[config.mk]
export PLATFORM = sky130hd
export DESIGN_NAME = progmem_arbiter
export DESIGN_NICKNAME = d
export VERILOG_FILES = /design/src/rtl/progmem_arbiter.sv
export SDC_FILE = /design/constraint.sdc
export NUM_CORES = 1
export LEC_CHECK = 0
export ABC_AREA = 1
export BUFFER_PORTS_ARGS = -buffer_cell sky130_fd_sc_hd__buf_2
export CORE_MARGIN = 5
export CORE_UTILIZATION = 40
export CTS_BUF_LIST = sky130_fd_sc_hd__clkbuf_4 sky130_fd_sc_hd__clkbuf_8 sky130_fd_sc_hd__clkbuf_16
export CTS_CLUSTER_DIAMETER = 80
export CTS_CLUSTER_SIZE = 12
export DETAILED_ROUTE_END_ITERATION = 10
export PLACE_DENSITY_LB_ADDON = 0.15
export SYNTH_ARGS = -nofsm -noshare
export SYNTH_HDL_FRONTEND = slang
export SYNTH_SLANG_ARGS = --single-unit
[constraint.sdc]
create_clock -name clk -period 2.84 [get_ports clk]
set_input_delay 0.284 -clock clk [delete_from_list [all_inputs] [get_ports clk]]
set_output_delay 0.284 -clock clk [all_outputs]
set_load 0.03 [all_outputs]
[src/rtl/progmem_arbiter.sv]
// progmem_arbiter: shares one single-port program memory between the CPU
// instruction-fetch port and the load/debug port. Fetch has priority; a
// starvation counter forces a load slot after STARVE_MAX fetch grants in a
// row while a load request is waiting. Read words are registered (latency 1).
// Optional feature macro: PM_WRPROTECT_EN rejects load-port writes to
// addresses below PROT_LIMIT and reports them on ld_err.
module progmem_arbiter #(
  parameter int AW         = 8,
  parameter int DW         = 16,
  parameter int STARVE_MAX = 4,
  parameter int PROT_LIMIT = 16
) (
  input  logic          clk,
  input  logic          rst,
  input  logic          fetch_req,
  input  logic [AW-1:0] fetch_addr,
  output logic          fetch_gnt,
  output logic          fetch_rvalid,
  output logic [DW-1:0] fetch_rdata,
  input  logic          ld_req,
  input  logic          ld_we,
  input  logic [AW-1:0] ld_addr,
  input  logic [DW-1:0] ld_wdata,
  output logic          ld_gnt,
  output logic          ld_rvalid,
  output logic [DW-1:0] ld_rdata,
  output logic          ld_err,
  output logic [AW-1:0] mem_addr,
  output logic          mem_en,
  output logic          mem_we,
  output logic [DW-1:0] mem_wdata,
  input  logic [DW-1:0] mem_rdata
);

  localparam logic [3:0] STARVE_TOP = 4'(STARVE_MAX);

  logic [3:0] starve_cnt;
  logic       starved;
  logic       wr_blocked;

`ifdef PM_WRPROTECT_EN
  localparam logic [AW:0] PROT_LIM = (AW+1)'(PROT_LIMIT);
  assign wr_blocked = ({1'b0, ld_addr} < PROT_LIM);
`else
  assign wr_blocked = 1'b0;
`endif

  // Arbitration: forced load slot when starved, else fetch first, else load.
  always_comb begin
    fetch_gnt = 1'b0;
    ld_gnt    = 1'b0;
    starved   = ld_req && (starve_cnt == STARVE_TOP);
    if (!rst) begin
      if (starved)        ld_gnt    = 1'b1;
      else if (fetch_req) fetch_gnt = 1'b1;
      else if (ld_req)    ld_gnt    = 1'b1;
    end
  end

  // Memory drive follows the winner; fetch address parks on the bus when idle.
  always_comb begin
    mem_addr  = ld_gnt ? ld_addr : fetch_addr;
    mem_en    = fetch_gnt | ld_gnt;
    mem_we    = ld_gnt & ld_we & ~wr_blocked;
    mem_wdata = ld_wdata;
  end

  // Counts fetch grants taken while a load is waiting; saturates at the limit.
  always_ff @(posedge clk) begin
    if (rst) begin
      starve_cnt <= 4'd0;
    end else if (ld_gnt || !ld_req) begin
      starve_cnt <= 4'd0;
    end else if (fetch_gnt && (starve_cnt != STARVE_TOP)) begin
      starve_cnt <= starve_cnt + 4'd1;
    end
  end

  // Registers the memory read word back to whichever port was granted a read.
  always_ff @(posedge clk) begin
    if (rst) begin
      fetch_rvalid <= 1'b0;
      fetch_rdata  <= '0;
      ld_rvalid    <= 1'b0;
      ld_rdata     <= '0;
    end else begin
      fetch_rvalid <= fetch_gnt;
      if (fetch_gnt) fetch_rdata <= mem_rdata;
      ld_rvalid <= ld_gnt & ~ld_we;
      if (ld_gnt && !ld_we) ld_rdata <= mem_rdata;
    end
  end

`ifdef PM_WRPROTECT_EN
  // One-cycle error pulse after a rejected (protected) load write.
  always_ff @(posedge clk) begin
    if (rst) ld_err <= 1'b0;
    else     ld_err <= ld_gnt & ld_we & wr_blocked;
  end
`else
  assign ld_err = 1'b0;
`endif

endmodule

# Word level (Yosys, flattened, before mapping)
# Index checks and enable logic that the tools add are counted.
# word_totals
register_bits	38
in_bits	53
out_inout_bits	63
elab_cells	27
# op_classes
n_addsub	1
eq_ne	2
muxes	8
n_bitwise	4
reduce_logical	7
# op_table
operator	count
two-way mux 8 bit	1
two-way mux 1 bit	7
adder 4 x 1 -> 4 bit, second input constant	1
equality test 4 x 3 -> 1 bit, second input constant	1
inequality test 4 x 3 -> 1 bit, second input constant	1
logical AND 1 bit	3
AND 1 bit	2
logical NOT 1 bit	2
OR reduction 2 bit	1
logical OR 1 bit	1
NOT 1 bit	1
bitwise OR 1 bit	1

# Logic depth before layout (Yosys ltp)
# Gate-level depths: netlist of the first run.
# logic_depth
word_depth	6
depth_mapped	9
mapped_depth_nobuf	8

# Worst setup path after synthesis of the first run
# OpenSTA, ideal clock, no wires.
# synth_timing
path_type	register to output
startpoint	reg starve_cnt[0]
endpoint	out mem_en
t_arrival_ps	1655
required_time_ps	2556
slack_ps	901
path_stages_with_launch	7
n_path_buf	1
cell_sequence	dfxtp_1 > inv_1 > ha_1 > nand3_4 > o21ai_4 > buf_4 > o21ai_0
# synth_between
elab_chain_len	5
word_cells_on_any_way	7
cone_classes	eq/ne: 1; mux: 4; bitwise: 1; reduce/logical: 1
# synth_lines
item	line	source
start, declared	37	logic [3:0] starve_cnt;
start signal, assigned	75	starve_cnt <= starve_cnt + 4'd1;
equality test 4 x 3 -> 1 bit *	52	starved = ld_req && (starve_cnt == STARVE_TOP);
logical AND 1 bit *	52	
two-way mux 1 bit	54	if (starved) ld_gnt = 1'b1;
two-way mux 1 bit	53	if (!rst) begin
bitwise OR 1 bit *	63	mem_en = fetch_gnt | ld_gnt;
end, declared	29	output logic mem_en,
# Every way passes the cells marked *; elsewhere a longest branch is shown, timed or not.

# Worst setup path in the final report of the first run
# layout_timing
startpoint	reg starve_cnt[0]
endpoint	out mem_addr[1]
# layout_between
elab_chain_len	5
# layout_lines
item	line	source
equality test 4 x 3 -> 1 bit	52	
logical AND 1 bit	52	
two-way mux 1 bit	54	
two-way mux 1 bit	53	
two-way mux 8 bit	62	mem_addr = ld_gnt ? ld_addr : fetch_addr;
end, declared	28	output logic [AW-1:0] mem_addr,
# No other way between the ends.

==> metrics.cfg, run 1 <==
[run_status]
outcome=completed

[sta]
skew_ns=0.00607
final-setup-viol-count=0
hold_viol_final=0
period_minus_slack_ns=2.43
post-route-period-util=0.855
fin_tns_setup_ns=0
rsz0062_at_grt=no
max_freq_ghz=0.412
report.final.slew_viol_count=0
slew_headroom=0.627
worstMarginPinSlew_ns=0.556

[final_layout]
antenna-diode-count=0
drive_gt1_frac=0.284
nets=431
fill_cells=579
regArea_um2=761
area_growth_syn_to_layout_pct=20.8
multi_input_area_um2=798

[logic_synthesis]
synth_top_area_frac=0.375
syn_nets=367
ys_seq_area_frac=0.375
yosysWarnings=0
syn-instance-count=312
async_reset_ff_frac=0
avgSynthCellArea_um2=6.50
synth.distinct_cells=22
yosys.area.top_type=dfxtp_1
synth_common_cells=80 x nand2_1, 71 x inv_1, 55 x nor2_1, 38 x dfxtp_1, 21 x buf_4
netlist_area_mm2=0.00203
synth_flop_cell=dfxtp_1
synth-seq-cells=38
netlist_top_cells_area=dfxtp_1 38%, nand2_1 15%, inv_1 13%, nor2_1 10%, buf_4 7.8%
synth-edff-count=0
synth_most_common_cell=nand2_1

[power]
max-vdd-ir-drop_mv=0.273
powerDensity_mw_per_mm2=499
p_leak_nw=1.43
total_power_w=0.00122

[global_routing]
grt_overflow=0
grt_start_max_net_pins=25
track_usage=0.149
antenna_found_initial=0
grt_pass1_wl_um=7580
grt_pass1_vias=1758

[worst_hold_path]
hold_class=primary input to flop
whs_endpoint=fetch_rdata[12]
worstHoldStart=mem_rdata[12]
whs_path_depth=3

[floorplan]
fp.coreArea_mm2=0.00501
std_cell_rows=26
start_util=0.405
die_width_um=81.2
ios=116
die-area_mm2=0.00659
die_y_um=81.2

[clock_network]
post-cts-setup-buffers=0
cts_tree=built
htree_levels=2
clockRootBuffer=clkbuf_8
clk_pin_slew_ns=0.08
clock_sinks=38
cts_resized=0
cts_hold_buffers=0
clock_latency_ns=0.29
cts_max_path_buffers=2
cts_buffers=5

[setup_path]
path_max_fanout=18
ff2ff_setup_slack_ns=1.15
r2r-end=fetch_rdata[5]
required_ns=2.56
regToRegStartpoint=starve_cnt[0]
arrival_ns=2.14
worstSetupPathType=flop to primary output
ff2ff_path_depth=8
crit_path_end_kind=primary output
crit_start=starve_cnt[0]
worstSetupStartpointType=flop

[routing]
drc_errors=0
final_antenna_net_count=0
drtPass1Iterations=4
drtIter0Drc=111
wirelength_um=4650
avgViaCountPerCell=4.08
vias=1825
wl_per_cell_um=10.4

[placed_design]
gp_congestion=0.729
post-dp-hpwl_um=3450
port_buffers=82

[run]
drv_cap=0

==> kinds of logic (layout without fill, tap and decap cells) <==
logic type	after synthesis	in the layout	share of synthesized area
and+or+nand+nor	166	166	0.360
AOI/OAI and AO/OA	2	2	0.0105
DFF	38	38	0.375
xor gates and xnor gates	2	2	0.00864
adders and majority gates	2	2	0.0123
other	1	1	0.00185
buffers and inverters	101	166	0.231
==> area by class of cell <==
type,count,area share
Multi-Input combinational cell,173,0.326
Timing Repair Buffer,85,0.177
Clock inverter,1,0.00204
Clock buffer,7,0.0368
Tap cell,70,0.0358
Inverter,73,0.112
Sequential cell,38,0.311
==> layer usage <==
metal  routed length, um  share of wire  up-vias  track usage
met5                   0              0        -            0
met4                  72          0.015        0       0.0726
met3                 332          0.071        7       0.0565
met2                2230           0.48       42        0.245
met1                2020           0.43      774        0.169
li1                    -              -     1002            -
==> through the flow <==
stage	worst slack [ns]	util	instances	instance area [um^2]	hold slack [ns]
finish	0.413	0.489	447	2450	0.234
CTS	0.378	0.489	447	2450	0.226
detailed placement	0.707	0.470	439	2350	0.456
global placement	0.795	0.470	439	2350	0.447
global route	0.185	0.489	447	2450	0.236
floorplan	0.901	-	312	2030	0.356
==> cell usage in the layout, fill, tap and decap left out, drive strengths merged <==
master and count:
dfxtp 38, nor2 56, nand4 16, o21ai 2
clkinv 3, conb 1, inv 71, clkbuf 7
ha 2, xor2 1, buf 85, nand3 4
xnor2 1, nand2 90
==> report_power, final <==
part | switching (W) | leakage, nW | internal (W)
combinational | 0.000176 | 1.06 | 0.0000803
clock | 0.000190 | 0.0517 | 0.000205
sequential | 0.0000116 | 0.312 | 0.000559
total | 0.000378 | 1.43 | 0.000844
==> sequential cells by signal, indices dropped and copies added (netlist names) <==
| register | flops |
|---|---|
| fetch_rdata | 16 |
| fetch_rvalid | 1 |
| ld_rdata | 16 |
| ld_rvalid | 1 |
| starve_cnt | 4 |
==> how the worst max path moves through the flow <==
stage               slack (ns)     endpoint
global route              0.19  mem_addr[3]
global placement          0.79  mem_addr[5]
finish                    0.41  mem_addr[1]
detailed placement        0.71  mem_addr[4]
floorplan                 0.90       mem_en
CTS                       0.38  mem_addr[4]
==> worst max-delay path, stage by stage, from the launching register on <==
cell and delay (ns):
dfxtp_1 0.37, inv_1 0.06, ha_1 0.22, nand3_4 0.12, nand2_4 0.15, nand2_1 0.30
clkinv_1 0.29, nand2_1 0.12, nand2_1 0.05, buf_2 0.17
Note: power is estimated with default switching activity, not from simulation.
==> inputs of run 2 (changes only) <==
==> constraint.sdc (replaced) <==
create_clock -name clk -period 2.84 [get_ports clk]
set_input_delay 0.426 -clock clk [delete_from_list [all_inputs] [get_ports clk]]
set_output_delay 0.426 -clock clk [all_outputs]
set_load 0.03 [all_outputs]
==> run 2 against run 1 <==
Against the previous run:
- combinational power hardly changed
- non-clock buffer count rose by 1
- clock skew down 0.0038 ns
- setup slack worse by 0.14 ns
- cell count up 0.22%
- largest power group unchanged
- first-iteration DRC count decreased by 21%
- die area did not move
- critical path type unchanged
- largest cell class unchanged
- sequential power hardly changed
- critical endpoint is now mem_addr[5]
- count of clock-buffer cells in the layout unchanged
- sequential share of layout area down 0.095 points
==> metrics.cfg, run 2 (synthesis results as in run 1) <==
[worst_hold_path]
hold_class=primary input to flop

[floorplan]
start_util=0.405  ; unchanged
ios=116  ; unchanged
fp.coreArea_mm2=0.00501  ; unchanged
std_cell_rows=26  ; unchanged
die_y_um=81.2  ; unchanged
die-area_mm2=0.00659  ; unchanged
die_width_um=81.2  ; unchanged

[placed_design]
place_ws_ns=0.568  ; -0.139 ns
postPlaceCellArea_mm2=0.00236  ; +0.32%
gp_congestion=0.705  ; -3.3%
post-dp-hpwl_um=3410  ; -1.1%
port_buffers=82  ; unchanged

[global_routing]
grt_overflow=0  ; unchanged
track_usage=0.148  ; -0.00136
grt_pass1_vias=1789  ; +1.8%
antenna_found_initial=0  ; unchanged
grt_pass1_wl_um=7780  ; +2.6%
grt_start_max_net_pins=26  ; +4.0%

[routing]
drc_errors=0  ; unchanged
final_antenna_net_count=0  ; unchanged
drtIter0Drc=88  ; -21%
wl_per_cell_um=10.2  ; -2.3%
avgViaCountPerCell=4.08  ; -0.17%
wirelength_um=4550  ; -2.1%
vias=1826  ; +0.055%
drtPass1Iterations=4  ; unchanged

[final_layout]
post-route-util=0.490  ; +0.00150
nets=432  ; +0.23%
drive_gt1_frac=0.286  ; +0.00189
fill_cells=571  ; -1.4%
final_cell_area_mm2=0.00246  ; +0.31%
largest_registers=fetch_rdata x16, ld_rdata x16, starve_cnt x4
antenna-diode-count=0  ; unchanged
area_growth_syn_to_layout_pct=21.2
final_common_cell=buf_2
layout_common_cells=82 x buf_2, 80 x nand2_1, 71 x inv_1

[clock_network]
clock_latency_ns=0.28  ; about the same
cts_max_path_buffers=2  ; unchanged
clock_sinks=38  ; unchanged
cts_buffers=5  ; unchanged
post-cts-setup-buffers=0  ; unchanged
cts_hold_buffers=0  ; unchanged
cts_tree=built
htree_levels=2  ; unchanged
clockRootBuffer=clkbuf_8
clk_pin_slew_ns=0.07  ; about the same
cts_resized=0  ; unchanged

[run]
drv_cap=0  ; unchanged

[power]
max-vdd-ir-drop_mv=0.299  ; +9.4%
p_leak_nw=1.43  ; +0.34%
total_power_w=0.00122  ; -0.55%
powerDensity_mw_per_mm2=495  ; -0.85%

[sta]
max_freq_ghz=0.390  ; -5.3%
skew_ns=0.00227  ; -0.00380 ns
hold_viol_final=0  ; unchanged
rsz0062_at_grt=no
fin_ws_ns=0.276  ; -0.137 ns
final-setup-viol-count=0  ; unchanged
post-route-period-util=0.903  ; +0.0481
period_minus_slack_ns=2.56  ; +0.137 ns
fin_tns_setup_ns=0  ; unchanged
report.final.slew_viol_count=0  ; unchanged

[setup_path]
path_delay_family=simple AND/OR/NAND/NOR gates
path_max_fanout=18  ; unchanged
worst_path_most_repeated_cell=nand2_1
critical_path.cell_chain=inv_1 -> ha_1 -> nand3_4 -> nand2_4 -> nand2_1 -> clkinv_1 -> nand2_1 -> nand2_1 -> buf_2
required_ns=2.41  ; -0.15 ns
worstSetupPathType=flop to primary output
worstSetupStartpointType=flop
crit_path_end_kind=primary output
path_buf_inv=3  ; unchanged
cpMaxStageDelayCell=dfxtp_1
max_stage_delay_ns=0.38  ; about the same
arrival_ns=2.14  ; about the same

[run_status]
outcome=completed

run 2: cell type report:
cell class | instances | area, um^2 | area share
repair buffers | 86 | 440 | 0.179
well taps | 70 | 87.6 | 0.0357
clock inverters | 1 | 5.00 | 0.00204
flip-flops and latches | 38 | 761 | 0.310
inverters | 73 | 274 | 0.112
clock buffers | 7 | 90.1 | 0.0367
multi-input cells | 173 | 798 | 0.325
run 2: worst register-to-register path, stage by stage, from the launching register on:
cell and delay, ns:
dfxtp_1 0.34, inv_1 0.06, ha_1 0.18, nand3_4 0.11, o21ai_4 0.30, buf_4 0.34, nand2_1 0.09, nand2_1 0.06
nor2_1 0.04
run 2: report_power, final:
group / leakage [nW] / internal [W] / total [W] / switching (W)
Combinational: 1.07 / 0.0000812 / 0.000255 / 0.000174
Sequential: 0.312 / 0.000559 / 0.000571 / 0.0000120
Clock: 0.0517 / 0.000205 / 0.000390 / 0.000184
run 2: through the flow:
| step | std cells | hold WS (ns) |
|---|---|---|
| 2_1_floorplan | 312 | 0.430 |
| 3_3_place_gp | 440 | 0.448 |
| 3_5_place_dp | 440 | 0.458 |
| 4_1_cts | 448 | 0.383 |
| 5_1_grt | 448 | 0.395 |
| 6_report | 448 | 0.388 |
run 2: worst paths after layout:
check | startpoint | to | slack, ns | cells past startpoint
max | starve_cnt[0] | mem_addr[5] | 0.28 | 9
min reg2reg | starve_cnt[0] | starve_cnt[0] | 0.47 | 1
min | rst | fetch_rvalid | 0.39 | 2
max reg2reg | starve_cnt[0] | fetch_rdata[1] | 1.22 | 8
run 2: per-layer routing:
metal,share of wire,vias up,GRT usage
li1,-,1009,-
met1,0.46,775,0.167
met2,0.48,38,0.267
met3,0.055,4,0.0399
met4,0.010,0,0.0473
met5,0,-,0
